**src/rtl/uart_pkg.sv**
```systemverilog
// Shared types and helpers for the oversampling UART receiver.
package uart_pkg;

    typedef enum logic [2:0] {
        IDLE,
        START,
        DATA,
        PARITY,
        STOP,
        WAIT_HIGH
    } rx_state_t;

    // {enable, odd}
    localparam logic [1:0] PARITY_NONE = 2'b00;
    localparam logic [1:0] PARITY_EVEN = 2'b10;
    localparam logic [1:0] PARITY_ODD  = 2'b11;

    function automatic logic maj3(input logic a, input logic b, input logic c);
        return (a & b) | (a & c) | (b & c);
    endfunction

endpackage

```
**src/rtl/uart_rx_sync.sv**
```systemverilog
// Line synchroniser plus a two-deep tick-sample history; the vote combines the
// two previous tick samples with the current synced level.
module uart_rx_sync
    import uart_pkg::*;
#(
    parameter int SYNC_STAGES = 2
) (
    input  logic i_clk,
    input  logic i_rst,
    input  logic i_tick,
    input  logic i_rx,
    output logic rx_s,
    output logic vote
);

    logic [SYNC_STAGES-1:0] sync_q;
    logic [1:0]             samp_q;

    always_ff @(posedge i_clk or negedge i_rst) begin
        if (!i_rst) begin
            sync_q <= '1;
            samp_q <= '1;
        end else begin
            sync_q <= {sync_q[SYNC_STAGES-2:0], i_rx};
            if (i_tick)
                samp_q <= {samp_q[0], sync_q[SYNC_STAGES-1]};
        end
    end

    assign rx_s = sync_q[SYNC_STAGES-1];
    assign vote = maj3(samp_q[1], samp_q[0], rx_s);

endmodule

```
**src/rtl/uart_rx_os.sv**
```systemverilog
// Oversampling UART receiver: configurable frame format, run-time parity,
// majority-voted bit decisions, per-frame error flags and a valid/ready port.
module uart_rx_os
    import uart_pkg::*;
#(
    parameter int N_DATA      = 8,
    parameter int M_STOP      = 1,
    parameter int OVERSAMPLE  = 16,
    parameter int SYNC_STAGES = 2
) (
    input  logic              i_clk,
    input  logic              i_rst,
    input  logic              i_tick,
    input  logic              i_rx,
    input  logic              i_parity_en,
    input  logic              i_parity_odd,
    input  logic              i_ready,
    output logic [N_DATA-1:0] o_data,
    output logic              o_valid,
    output logic              o_parity_err,
    output logic              o_frame_err,
    output logic              o_break,
    output logic              o_overrun,
    output logic              o_busy
);

    localparam int CNT_W = $clog2(OVERSAMPLE);
    localparam int BIT_W = $clog2(N_DATA);
    // Vote lands on the tick after mid-bit, once samples mid-1, mid, mid+1 are in.
    localparam logic [CNT_W-1:0] CNT_VOTE  = CNT_W'(OVERSAMPLE / 2 + 1);
    localparam logic [CNT_W-1:0] CNT_LAST  = CNT_W'(OVERSAMPLE - 1);
    localparam logic [BIT_W-1:0] BIT_LAST  = BIT_W'(N_DATA - 1);
    localparam logic             STOP_LAST = 1'(M_STOP - 1);

    rx_state_t         state;
    logic [CNT_W-1:0]  cnt;
    logic [BIT_W-1:0]  bit_idx;
    logic              stop_idx;
    logic [N_DATA-1:0] shreg;
    logic [1:0]        par_mode;
    logic              pbit;
    logic              first_stop;
    logic              ferr_acc;
    logic              rx_s;
    logic              vote;

    uart_rx_sync #(.SYNC_STAGES(SYNC_STAGES)) u_sync (
        .i_clk  (i_clk),
        .i_rst  (i_rst),
        .i_tick (i_tick),
        .i_rx   (i_rx),
        .rx_s   (rx_s),
        .vote   (vote)
    );

    // Frame completion and its flags, evaluated on the last stop-bit decision.
    logic done, fin_first, fin_ferr, fin_perr, fin_brk;
    assign done      = i_tick && (state == STOP) && (cnt == CNT_LAST) && (stop_idx == STOP_LAST);
    assign fin_first = (stop_idx == 1'b0) ? vote : first_stop;
    assign fin_ferr  = ferr_acc | ~vote;
    assign fin_perr  = par_mode[1] && ((^shreg ^ pbit) != par_mode[0]);
    assign fin_brk   = (shreg == '0) && (!par_mode[1] || !pbit) && !fin_first;

    always_ff @(posedge i_clk or negedge i_rst) begin
        if (!i_rst) begin
            state      <= IDLE;
            cnt        <= '0;
            bit_idx    <= '0;
            stop_idx   <= 1'b0;
            shreg      <= '0;
            par_mode   <= PARITY_NONE;
            pbit       <= 1'b0;
            first_stop <= 1'b1;
            ferr_acc   <= 1'b0;
        end else if (i_tick) begin
            case (state)
                IDLE: begin
                    if (!rx_s) begin
                        state    <= START;
                        cnt      <= '0;
                        par_mode <= i_parity_en ? (i_parity_odd ? PARITY_ODD : PARITY_EVEN)
                                                : PARITY_NONE;
                    end
                end
                START: begin
                    if (cnt == CNT_VOTE) begin
                        cnt     <= '0;
                        bit_idx <= '0;
                        state   <= vote ? IDLE : DATA;
                    end else begin
                        cnt <= cnt + 1'b1;
                    end
                end
                DATA: begin
                    if (cnt == CNT_LAST) begin
                        cnt   <= '0;
                        shreg <= {vote, shreg[N_DATA-1:1]};
                        if (bit_idx == BIT_LAST) begin
                            stop_idx <= 1'b0;
                            ferr_acc <= 1'b0;
                            pbit     <= 1'b0;
                            state    <= par_mode[1] ? PARITY : STOP;
                        end else begin
                            bit_idx <= bit_idx + 1'b1;
                        end
                    end else begin
                        cnt <= cnt + 1'b1;
                    end
                end
                PARITY: begin
                    if (cnt == CNT_LAST) begin
                        cnt   <= '0;
                        pbit  <= vote;
                        state <= STOP;
                    end else begin
                        cnt <= cnt + 1'b1;
                    end
                end
                STOP: begin
                    if (cnt == CNT_LAST) begin
                        cnt      <= '0;
                        ferr_acc <= ferr_acc | ~vote;
                        if (stop_idx == 1'b0)
                            first_stop <= vote;
                        if (stop_idx == STOP_LAST)
                            state <= vote ? IDLE : WAIT_HIGH;
                        else
                            stop_idx <= stop_idx + 1'b1;
                    end else begin
                        cnt <= cnt + 1'b1;
                    end
                end
                WAIT_HIGH: begin
                    if (rx_s)
                        state <= IDLE;
                end
                default: state <= IDLE;
            endcase
        end
    end

    // A completing frame is dropped only when the held word is still unaccepted.
    always_ff @(posedge i_clk or negedge i_rst) begin
        if (!i_rst) begin
            o_data       <= '0;
            o_valid      <= 1'b0;
            o_parity_err <= 1'b0;
            o_frame_err  <= 1'b0;
            o_break      <= 1'b0;
            o_overrun    <= 1'b0;
        end else if (done) begin
            if (!o_valid || i_ready) begin
                o_data       <= shreg;
                o_valid      <= 1'b1;
                o_parity_err <= fin_perr;
                o_frame_err  <= fin_ferr;
                o_break      <= fin_brk;
                o_overrun    <= 1'b0;
            end else begin
                o_overrun <= 1'b1;
            end
        end else if (o_valid && i_ready) begin
            o_valid   <= 1'b0;
            o_overrun <= 1'b0;
        end
    end

    assign o_busy = (state != IDLE);

endmodule

```
**config.mk**
```make
export PLATFORM = sky130hd
export DESIGN_NAME = uart_rx_os
export DESIGN_NICKNAME = d
export VERILOG_FILES = /design/src/rtl/uart_pkg.sv /design/src/rtl/uart_rx_sync.sv /design/src/rtl/uart_rx_os.sv
export SDC_FILE = /design/constraint.sdc
export NUM_CORES = 1
export LEC_CHECK = 0
export ABC_AREA = 1
export CORE_UTILIZATION = 55
export DETAILED_ROUTE_END_ITERATION = 8
export PLACE_DENSITY = 0.77
export SLEW_MARGIN = 20
export SYNTH_ARGS = -nofsm -noshare
export SYNTH_HDL_FRONTEND = slang
export SYNTH_SLANG_ARGS = --single-unit
```
**constraint.sdc**
```tcl
create_clock -name i_clk -period 1.78 [get_ports i_clk]
set_input_delay 0.445 -clock i_clk [delete_from_list [all_inputs] [get_ports i_clk]]
set_output_delay 0.445 -clock i_clk [all_outputs]
set_load 0.01 [all_outputs]
```
; ---- Word level (Yosys, flattened, before mapping)
; Index checks and enable logic that the tools add are counted.
[totals]
ff_bits = 41
output_inout_bits = 14
elab_cells = 119
input_bits = 7
[op_classes]
n_addsub = 3
n_reduce_logical = 33
bitwise = 10
n_mux = 37
n_eq_ne = 19
[ops]
columns = operator, n
row1 = $mux 3, 13
row2 = $pmux 3 s6, 1
row3 = $reduce_and 5->1, 3
row4 = $ne 2x2->1 const B, 7
row5 = $mux 1, 13
row6 = $mux 4, 3
row7 = $pmux 4 s3, 1
row8 = $reduce_and 3->1, 4
row9 = $eq 3x3->1 const B, 3
row10 = $reduce_and 9->1, 1
row11 = $eq 4x4->1 const B, 2
row12 = $logic_not 8->1, 1
row13 = $reduce_bool 2->1, 4
row14 = $reduce_xor 8->1, 1
row15 = $logic_and 1x1->1, 7
row16 = $eq 3x2->1 const B, 2
row17 = $ne 2x1->1 const B, 3
row18 = $pmux 1 s2, 3
row19 = $pmux 3 s2, 1
row20 = $reduce_bool 3->1, 2
row21 = $add 4x1->4 const B, 1
row22 = $logic_not 1->1, 4
row23 = $mux 2, 2
row24 = $reduce_and 2->1, 2
row25 = 11 further kinds, 18

; ---- Longest topological paths before layout
; Gate-level depths: netlist of the first run.
[logic_depth]
ltp_word = 7
ltp_mapped = 10

; ---- By module
; From an unflattened synthesis of the first run, not the netlist that was laid out.
[unflattened]
cells_unflattened = 262
area_unflattened_um2 = 2195.9
[modules_own_cells]
columns = module, n_inst, seq_area_each_um2, cells_per_inst, area_each_um2
row1 = uart_rx_os, 1, 875.8, 248, 2049.5
row2 = uart_rx_sync, 1, 105.1, 14, 146.4

; ---- Worst setup path after synthesis of the first run
; No wires, ideal clock.
[synth_timing]
path_kind = register to register
start = register cnt[0]
end = register o_frame_err
synth_period_minus_slack_ns = 1.362
path_slack_ns = 0.418
required_ns = 1.658
path_stages_with_launch = 8
path_buffers = 1
arrival_time_ns = 1.240
cell_sequence = dfrtp_1 > ha_1 > nand3_2 > nor2_4 > nand3_4 > buf_6 > nand2_1 > o21ai_2
[synth_between]
elab_chain_cells = 4
[synth_rtl]
columns = item, line
row1 = start: declaration, uart_rx_os.sv:36  ; logic [CNT_W-1:0] cnt;
row2 = start signal: assignment, uart_rx_os.sv:91  ; cnt <= cnt + 1'b1;
row3 = start signal: assignment, uart_rx_os.sv:107  ; cnt <= cnt + 1'b1;
row4 = start signal: assignment, uart_rx_os.sv:116  ; cnt <= cnt + 1'b1;
row5 = $eq 4x4->1, uart_rx_os.sv:58  ; assign done = i_tick && (state == STOP) && (cnt == CNT_LAST) && (stop_idx == STOP_LAST);
row6 = $logic_and 1x1->1 (2 in a row), uart_rx_os.sv:58
row7 = $reduce_and 2->1 (no line), --
row8 = end signal: assignment, uart_rx_os.sv:156  ; o_frame_err <= fin_ferr;
row9 = end: declaration, uart_rx_os.sv:21  ; output logic o_frame_err,
; Every way passes these cells.
; A chain may end at the register's enable or synchronous reset.

; ---- Final worst setup path of the first run
[layout_timing]
start = register state[1]
end = output port o_busy
[layout_between]
elab_chain_cells = 1
[layout_rtl]
columns = item, line
row1 = start: declaration, uart_rx_os.sv:35  ; rx_state_t state;
row2 = start signal: assignment, uart_rx_os.sv:89  ; state <= vote ? IDLE : DATA;
row3 = start signal: assignment, uart_rx_os.sv:102  ; state <= par_mode[1] ? PARITY : STOP;
row4 = start signal: assignment, uart_rx_os.sv:126  ; state <= vote ? IDLE : WAIT_HIGH;
row5 = $reduce_bool 3->1, uart_rx_os.sv:168  ; assign o_busy = (state != IDLE);
row6 = end: declaration, uart_rx_os.sv:24  ; output logic o_busy
; Every way passes these cells.

==> impl_metrics.ini, run 1 <==
[logic_synthesis]
syn-instance-count = 255
synth.distinct_cells = 24
synth_common_cells = nand2_1 (92), dfrtp_1 (35), inv_1 (30), nand3_1 (19), o21ai_2 (17)
yosys-top-cells-area = dfrtp_1 (41%), nand2_1 (16%), o21ai_2 (7.0%)
syn_area_um2 = 2110
synth-edff-count = 0
yosys.area.top_type_share_pct = 41.5
ys_ff_latch = 39
syn_nets = 270
yosysWarnings = 0
yosys.area.top_type = dfrtp_1
ys_async_sr_fraction_pct = 100
yosysMostFrequentCell = nand2_1
synth.avg_cell_area_um2 = 8.28
synthFlopType = dfrtp_1
ys_seq_area_share_pct = 46.4

[hold_path]
hp-class = in2async

[placement]
post-place-ws_ns = 0.0609
place_congestion = 0.845
numPortBuffers = 20
post-place-cells = 329
hpwl_mm = 2.93
place_area_um2 = 2430

[timing]
finalHoldViolCount = 0
tightestPinTransition_ns = 0.534
setup_tns_ns = 0
finalSetupViolCount = 0
fin_ws_ns = 0.0969
drv_slew = 0
fin_skew_ns = 0.00550
clock.fmax_mhz = 594
post-route-min-period_ns = 1.68
rsz0062_at_grt = false
hold_ws_ns = 0.196
slew_headroom_pct = 64.2
finalCritPeriodShare_pct = 94.6

[grt]
grt-ovfl-total = 0
grt_antenna_before_repair = 0
track_usage_pct = 22.3
grt_max_degree = 40
grt_pass1_vias = 1578
grt_pass1_wl_mm = 7.03

[routing]
vias = 1703
drc_errors = 0
drtIter0Drc = 78
routedWlPerCell_um = 11.5
vias_per_cell = 5.05
dr.pass1.iters = 4
routed_wl_mm = 3.88
ant_nets = 0

[clock_network]
clk-insertion-delay-late_ns = 0.28
htree_levels = 2
cts_hold_buffers = 0
cts_buffers = 5
cts_max_path_buffers = 2
clock-sinks = 39
cts_tree = done
cts_root_buf = clkbuf_8
clkTransAtPathRegs_ns = 0.08

[status]
status = finished, final reports clean

[pwr]
p_leak_nw = 1.27
ir_worst_vdd_mv = 0.729
p_total_mw = 2.84
power.density_nw_per_um2 = 1110

[floorplan]
core-area_um2 = 3660
start_util_pct = 57.7
die-width_um = 64.0
dieArea_um2 = 4090
pin_count = 21
die_h_um = 64.0
row_count = 22

[layout]
final_layout_size_suffix_gt1_share_pct = 19.7
fin_area_um2 = 2570
final_util_pct = 70.1
final_cell_count_no_fill = 337
diodes = 0
synthToLayoutAreaGrowth_pct = 21.6
final_nets = 303

[worst_setup_path]
critPathKind = reg2out
crit_fanout = 4
end_kind = output port
startpoint_type = register
required_ns = 1.33
arrival_ns = 1.24

[flow_run]
maxCapViolations = 0
## layout by cell type, fill, tap and decap left out, types with 4 or more instances in the layout
cell type        count
nand2_1             92
nand3_1             19
nor2_4               4
inv_2                5
inv_1               30
clkbuf_8             5
nor2_1               9
clkdlybuf4s50_1     18
dfstp_2              4
nand4_1              4
o21ai_0              8
dfrtp_1             34
buf_4                7
ha_1                 8
o21ai_2             17
## power breakdown
group | switching, mW | internal [mW]
clock network | 0.316 | 0.559
logic | 0.587 | 0.296
registers | 0.0923 | 0.987
## layer usage
layer	up-vias	track usage [%]	wire length [um]
li1	878	-	-
met1	783	33.9	1980
met2	38	31.9	1700
met3	4	3.75	164
met4	0	7.67	40
met5	-	0	0
## kinds of logic after synthesis
logic type	share of synthesized area (%)
flops	46.4
simple gates	29.0
buf+inv	7.82
fa+ha+maj	4.74
xor+xnor	0.830
compound gates	11.1
## final timing paths
kind / depth (start not counted) / slack [ns] / start / to
max in group asynchronous: 2 / 1.22 / i_rst / state[1]
worst min register to register: 0 / 0.36 / u_sync.sync_q[0] / u_sync.sync_q[1]
worst max register to register: 8 / 0.20 / bit_idx[0] / bit_idx[2]
worst min-delay path: 2 / 0.20 / i_rst / o_data[1]
worst max-delay path: 3 / 0.1 / state[1] / o_busy
min in group i_clk: 0 / 0.36 / u_sync.sync_q[0] / u_sync.sync_q[1]
## worst max-delay path, cell delays in order (launching register included)
cell           delay [ns]
dfrtp_2              0.45
nor2_4               0.13
nand2_1              0.09
dlygate4sd2_1        0.29
## state kept, by name, summed over array words and instances (netlist names), 2 cells and up
register       cells
par_mode           2
shreg              8
u_sync.sync_q      2
o_data             8
u_sync.samp_q      2
cnt                4
bit_idx            3
state              3
## cell type report
type	count	area, um^2
Clock buffer	5	68.8
Clock inverter	3	67.6
Fill cell	288	1090
Inverter	35	131
Multi-Input combinational cell	178	971
Sequential cell	39	982
Tap cell	48	60.1
Timing Repair Buffer	29	287
## timing repair
item | CTS | global route
endpoints found under the setup margin | 1 | 0
setup buffers | 0 | 0
resized for setup | 3 | 0
Note: power is estimated with default switching activity, not from simulation.
==> inputs of run 2 (changes only) <==
Settings changed: CORE_UTILIZATION 55 to 56, PLACE_DENSITY 0.77 to 0.79.
==> impl_metrics.ini, run 2 (synthesized netlist as in run 1, its figures left out) <==
[layout]
layout_commonest_cell = nand2_1
fillers = 269
reg_top3 = o_data: 8 flops, shreg: 8 flops, cnt: 4 flops
multi_input_area_um2 = 971
seqCellArea_um2 = 982
final_layout_size_suffix_gt1_share_pct = 19.4
synthToLayoutAreaGrowth_pct = 20.6
final_nets = 302
layout_common_cells = nand2_1 (92), dfrtp_1 (34), inv_1 (30)
diodes = 0

[timing]
slew_headroom_pct = 64.7
tightestPinTransition_ns = 0.526
fin_ws_ns = 0.0828
clock.fmax_mhz = 589
setup_tns_ns = 0
finalCritPeriodShare_pct = 95.3
post-route-min-period_ns = 1.70
drv_slew = 0
fin_skew_ns = 0.00621
hold_ws_ns = 0.0692
finalHoldViolCount = 0
rsz0062_at_grt = false
finalSetupViolCount = 0

[floorplan]
die_h_um = 63.4
dieArea_um2 = 4020
start_util_pct = 60.9
pin_count = 21
die-width_um = 63.4
core-area_um2 = 3470
row_count = 21

[hold_path]
hp-class = in2async

[grt]
grt-ovfl-total = 0
grt_pass1_wl_mm = 7.26
grt_max_degree = 24
track_usage_pct = 23.5
grt_antenna_before_repair = 0
grt_pass1_vias = 1632

[worst_setup_path]
required_ns = 1.33
arrival_ns = 1.25
critPathKind = reg2out
crit_family = flip-flops
critical_path.max_stage_delay_ns = 0.44
path_buf_inv = 1
startpoint_type = register
crit_fanout = 4
path_cells = nor2_4 -> nand2_1 -> dlygate4sd2_1
end_kind = output port
critPathSlowestCell = dfrtp_2

[pwr]
ir_worst_vdd_mv = 0.841
power.density_nw_per_um2 = 1070
p_leak_nw = 1.26

[placement]
post-place-ws_ns = 0.0618
hpwl_mm = 2.91
numPortBuffers = 20
place_congestion = 0.872

[routing]
routed_wl_mm = 3.95
drc_errors = 0
dr.pass1.iters = 4
vias = 1720
vias_per_cell = 5.15
ant_nets = 0
routedWlPerCell_um = 11.8
drtIter0Drc = 97

[clock_network]
clkTransAtPathRegs_ns = 0.08
htree_levels = 2
cts_root_buf = clkbuf_8
postCtsSetupRepairBufs = 0
cts_tree = done
clk-insertion-delay-late_ns = 0.30
cts_buffers = 5
clock-sinks = 39
cts_max_path_buffers = 2

[status]
status = finished, final reports clean

[flow_run]
maxCapViolations = 0
==> run 2: layout make-up <==
type	instances	share of cell area, %
Clock buffer	5	2.70
Clock inverter	3	1.72
Inverter	35	5.16
Multi-Input combinational cell	178	38.1
Sequential cell	39	38.6
Tap cell	46	2.26
Timing Repair Buffer	28	11.4
==> run 2: stage by stage <==
| stage | total power [mW] | utilization [%] | cells | instance area (um^2) |
|---|---|---|---|---|
| finish | 2.72 | 73.4 | 334 | 2550 |
| global route | 2.91 | 73.4 | 334 | 2550 |
| CTS | 2.72 | 73.2 | 334 | 2540 |
| detailed placement | 1.97 | 70.0 | 326 | 2430 |
| global placement | 1.95 | 70.0 | 326 | 2430 |
| floorplan | 1.70 | - | 255 | 2110 |
==> run 2: what timing repair did <==
| action | 4_1_cts | 5_1_grt |
|---|---|---|
| hold buffers | 0 | 0 |
| setup endpoints to repair | 1 | 1 |
| gates cloned | 0 | 0 |
| gates resized for setup | 1 | 2 |
==> run 2: per-layer routing <==
| layer | share of wire [%] | track usage (%) |
|---|---|---|
| met5 | 0 | 0 |
| met4 | 1.5 | 9.09 |
| met3 | 4.2 | 5.98 |
| met2 | 44 | 35.0 |
| met1 | 50 | 32.7 |
==> run 2: final timing paths <==
kind,startpoint,endpoint,slack [ns],cells after the start
min reg2reg,u_sync.sync_q[0],u_sync.sync_q[1],0.36,0
max,state[1],o_busy,0.08,3
min,i_rst,par_mode[0],0.07,1
max in group asynchronous,i_rst,state[1],1.25,2
max reg2reg,bit_idx[0],bit_idx[2],0.27,8
min in group i_clk,u_sync.sync_q[0],u_sync.sync_q[1],0.36,0
==> run 2: power by group <==
| group | internal (mW) | switching (mW) |
|---|---|---|
| Sequential | 0.987 | 0.0900 |
| Clock | 0.417 | 0.334 |
| Combinational | 0.302 | 0.591 |
==> inputs of run 3 (changes only) <==
Settings changed: CORE_UTILIZATION 56 to 60, DONT_BUFFER_PORTS set to 1, PLACE_DENSITY 0.79 to 0.76.
==> impl_metrics.ini, run 3 (synthesized netlist as in run 1, its figures left out) <==
[grt]
grt_max_degree = 40
grt_pass1_wl_mm = 5.91
grt_antenna_before_repair = 0
track_usage_pct = 21.8
grt-ovfl-total = 0
grt_pass1_vias = 1391

[worst_setup_path]
path_cells = nor2_2 -> nand2_1
critical_path.max_stage_delay_ns = 0.47
startpoint_type = register
end_kind = output port
startpoint = state[0]
crit_fanout = 7
r2r_start = cnt[1]
required_ns = 1.33
critPathSlowestCell = dfrtp_1
critPathKind = reg2out
arrival_ns = 1.18

[timing]
finalHoldViolCount = 0
tightestPinTransition_ns = 0.625
finalSetupViolCount = 0
finalCritPeriodShare_pct = 91.5
fin_skew_ns = 0.0106
clock.fmax_mhz = 614
setup_tns_ns = 0
slew_headroom_pct = 58.1
rsz0062_at_grt = false
post-route-min-period_ns = 1.63
drv_slew = 0

[floorplan]
dieArea_um2 = 3760
row_count = 21
die_h_um = 61.3
pin_count = 21
start_util_pct = 62.8
core-area_um2 = 3360
die-width_um = 61.3

[flow_run]
maxCapViolations = 0

[clock_network]
cts_buffers = 5
cts_max_path_buffers = 2
cts_tree = done
cts_hold_buffers = 2
clock-sinks = 39
clk-insertion-delay-late_ns = 0.35
clkTransAtPathRegs_ns = 0.11
postCtsSetupRepairBufs = 0
cts_root_buf = clkbuf_4
cts_resized = 0
htree_levels = 2

[placement]
numPortBuffers = 0
hpwl_mm = 2.57
place_congestion = 0.826
post-place-cells = 298

[routing]
drtIter0Drc = 65
vias_per_cell = 5.04
routedWlPerCell_um = 11.4
vias = 1551
dr.pass1.iters = 4
drc_errors = 0
ant_nets = 0
routed_wl_mm = 3.52

[pwr]
power.density_nw_per_um2 = 1130
ir_worst_vdd_mv = 0.814
p_leak_nw = 1.14

[status]
status = finished, final reports clean

[layout]
fillers = 295
final_layout_size_suffix_gt1_share_pct = 17.6
final_cell_count_no_fill = 308
synthToLayoutAreaGrowth_pct = 7.35
layout_common_cells = nand2_1 (92), dfrtp_1 (35), inv_1 (30)
reg_top3 = o_data: 8 flops, shreg: 8 flops, cnt: 4 flops
final_nets = 276
layout_commonest_cell = nand2_1
diodes = 0

[hold_path]
hold_start = i_rx
hp-class = in2reg
-- run 3: cell count changes in the layout (fill, tap and decap cells not counted), sizes merged --
cell / before / now
clkdlybuf4s50: 18 / 0
buf: 9 / 1
clkinv: 2 / 0
bufinv: 1 / 2
clkbuf: 5 / 6
dlygate4sd2: 1 / 0
dlygate4sd3: 0 / 1
-- run 3: final cells by class --
type                    count  area, um^2  share of cell area (%)
clock inverters             2        60.1                    2.65
flip-flops and latches     39         981                    43.3
inverters                  35         131                    5.79
multi-input cells         178         966                    42.6
well taps                  46        57.6                    2.54
repair buffers              2        30.0                    1.32
clock buffers               6        41.3                    1.82
-- run 3: final timing paths --
| kind | endpoint | slack [ns] | cells after the start |
|---|---|---|---|
| max in group asynchronous | u_sync.samp_q[1] | 0.98 | 2 |
| min | u_sync.sync_q[0] | 0.09 | 0 |
| min in group asynchronous | o_data[3] | 0.53 | 2 |
| min reg2reg | u_sync.sync_q[1] | 0.37 | 0 |
| max | o_busy | 0.15 | 2 |
| max reg2reg | o_parity_err | 0.18 | 7 |
-- run 3: where the power goes --
part	switching, mW	total, mW	internal, mW	leakage, nW
combinational	0.524	0.751	0.227	0.565
sequential	0.114	1.10	0.985	0.524
clock	0.283	0.721	0.438	0.0525
-- run 3: stage by stage --
| stage | util [%] | hold WS [ns] | power (mW) | cell area (um^2) | setup slack (ns) |
|---|---|---|---|---|---|
| 2_1_floorplan | - | 0.149 | 1.70 | 2110 | 0.418 |
| 3_3_place_gp | 63.5 | 0.150 | 1.83 | 2140 | 0.232 |
| 3_5_place_dp | 63.5 | 0.150 | 1.84 | 2140 | 0.177 |
| 4_1_cts | 67.4 | 0.0703 | 2.60 | 2270 | 0.137 |
| 5_1_grt | 67.4 | 0.0581 | 2.76 | 2270 | 0.0148 |
| 6_report | 67.4 | 0.0903 | 2.57 | 2270 | 0.151 |
-- run 3: routing by layer --
layer,global-route usage (%),vias up,wire [um]
met1,30.6,689,1810
met5,0,-,0
met4,8.89,0,48
li1,-,821,-
met3,6.72,6,204
met2,31.7,35,1460
-- run 3: worst max-delay path: cells and delay by family, from the launching register on --
family / cells / cell delay [ns]
DFF: 1 / 0.47
and+or+nand+nor: 2 / 0.36
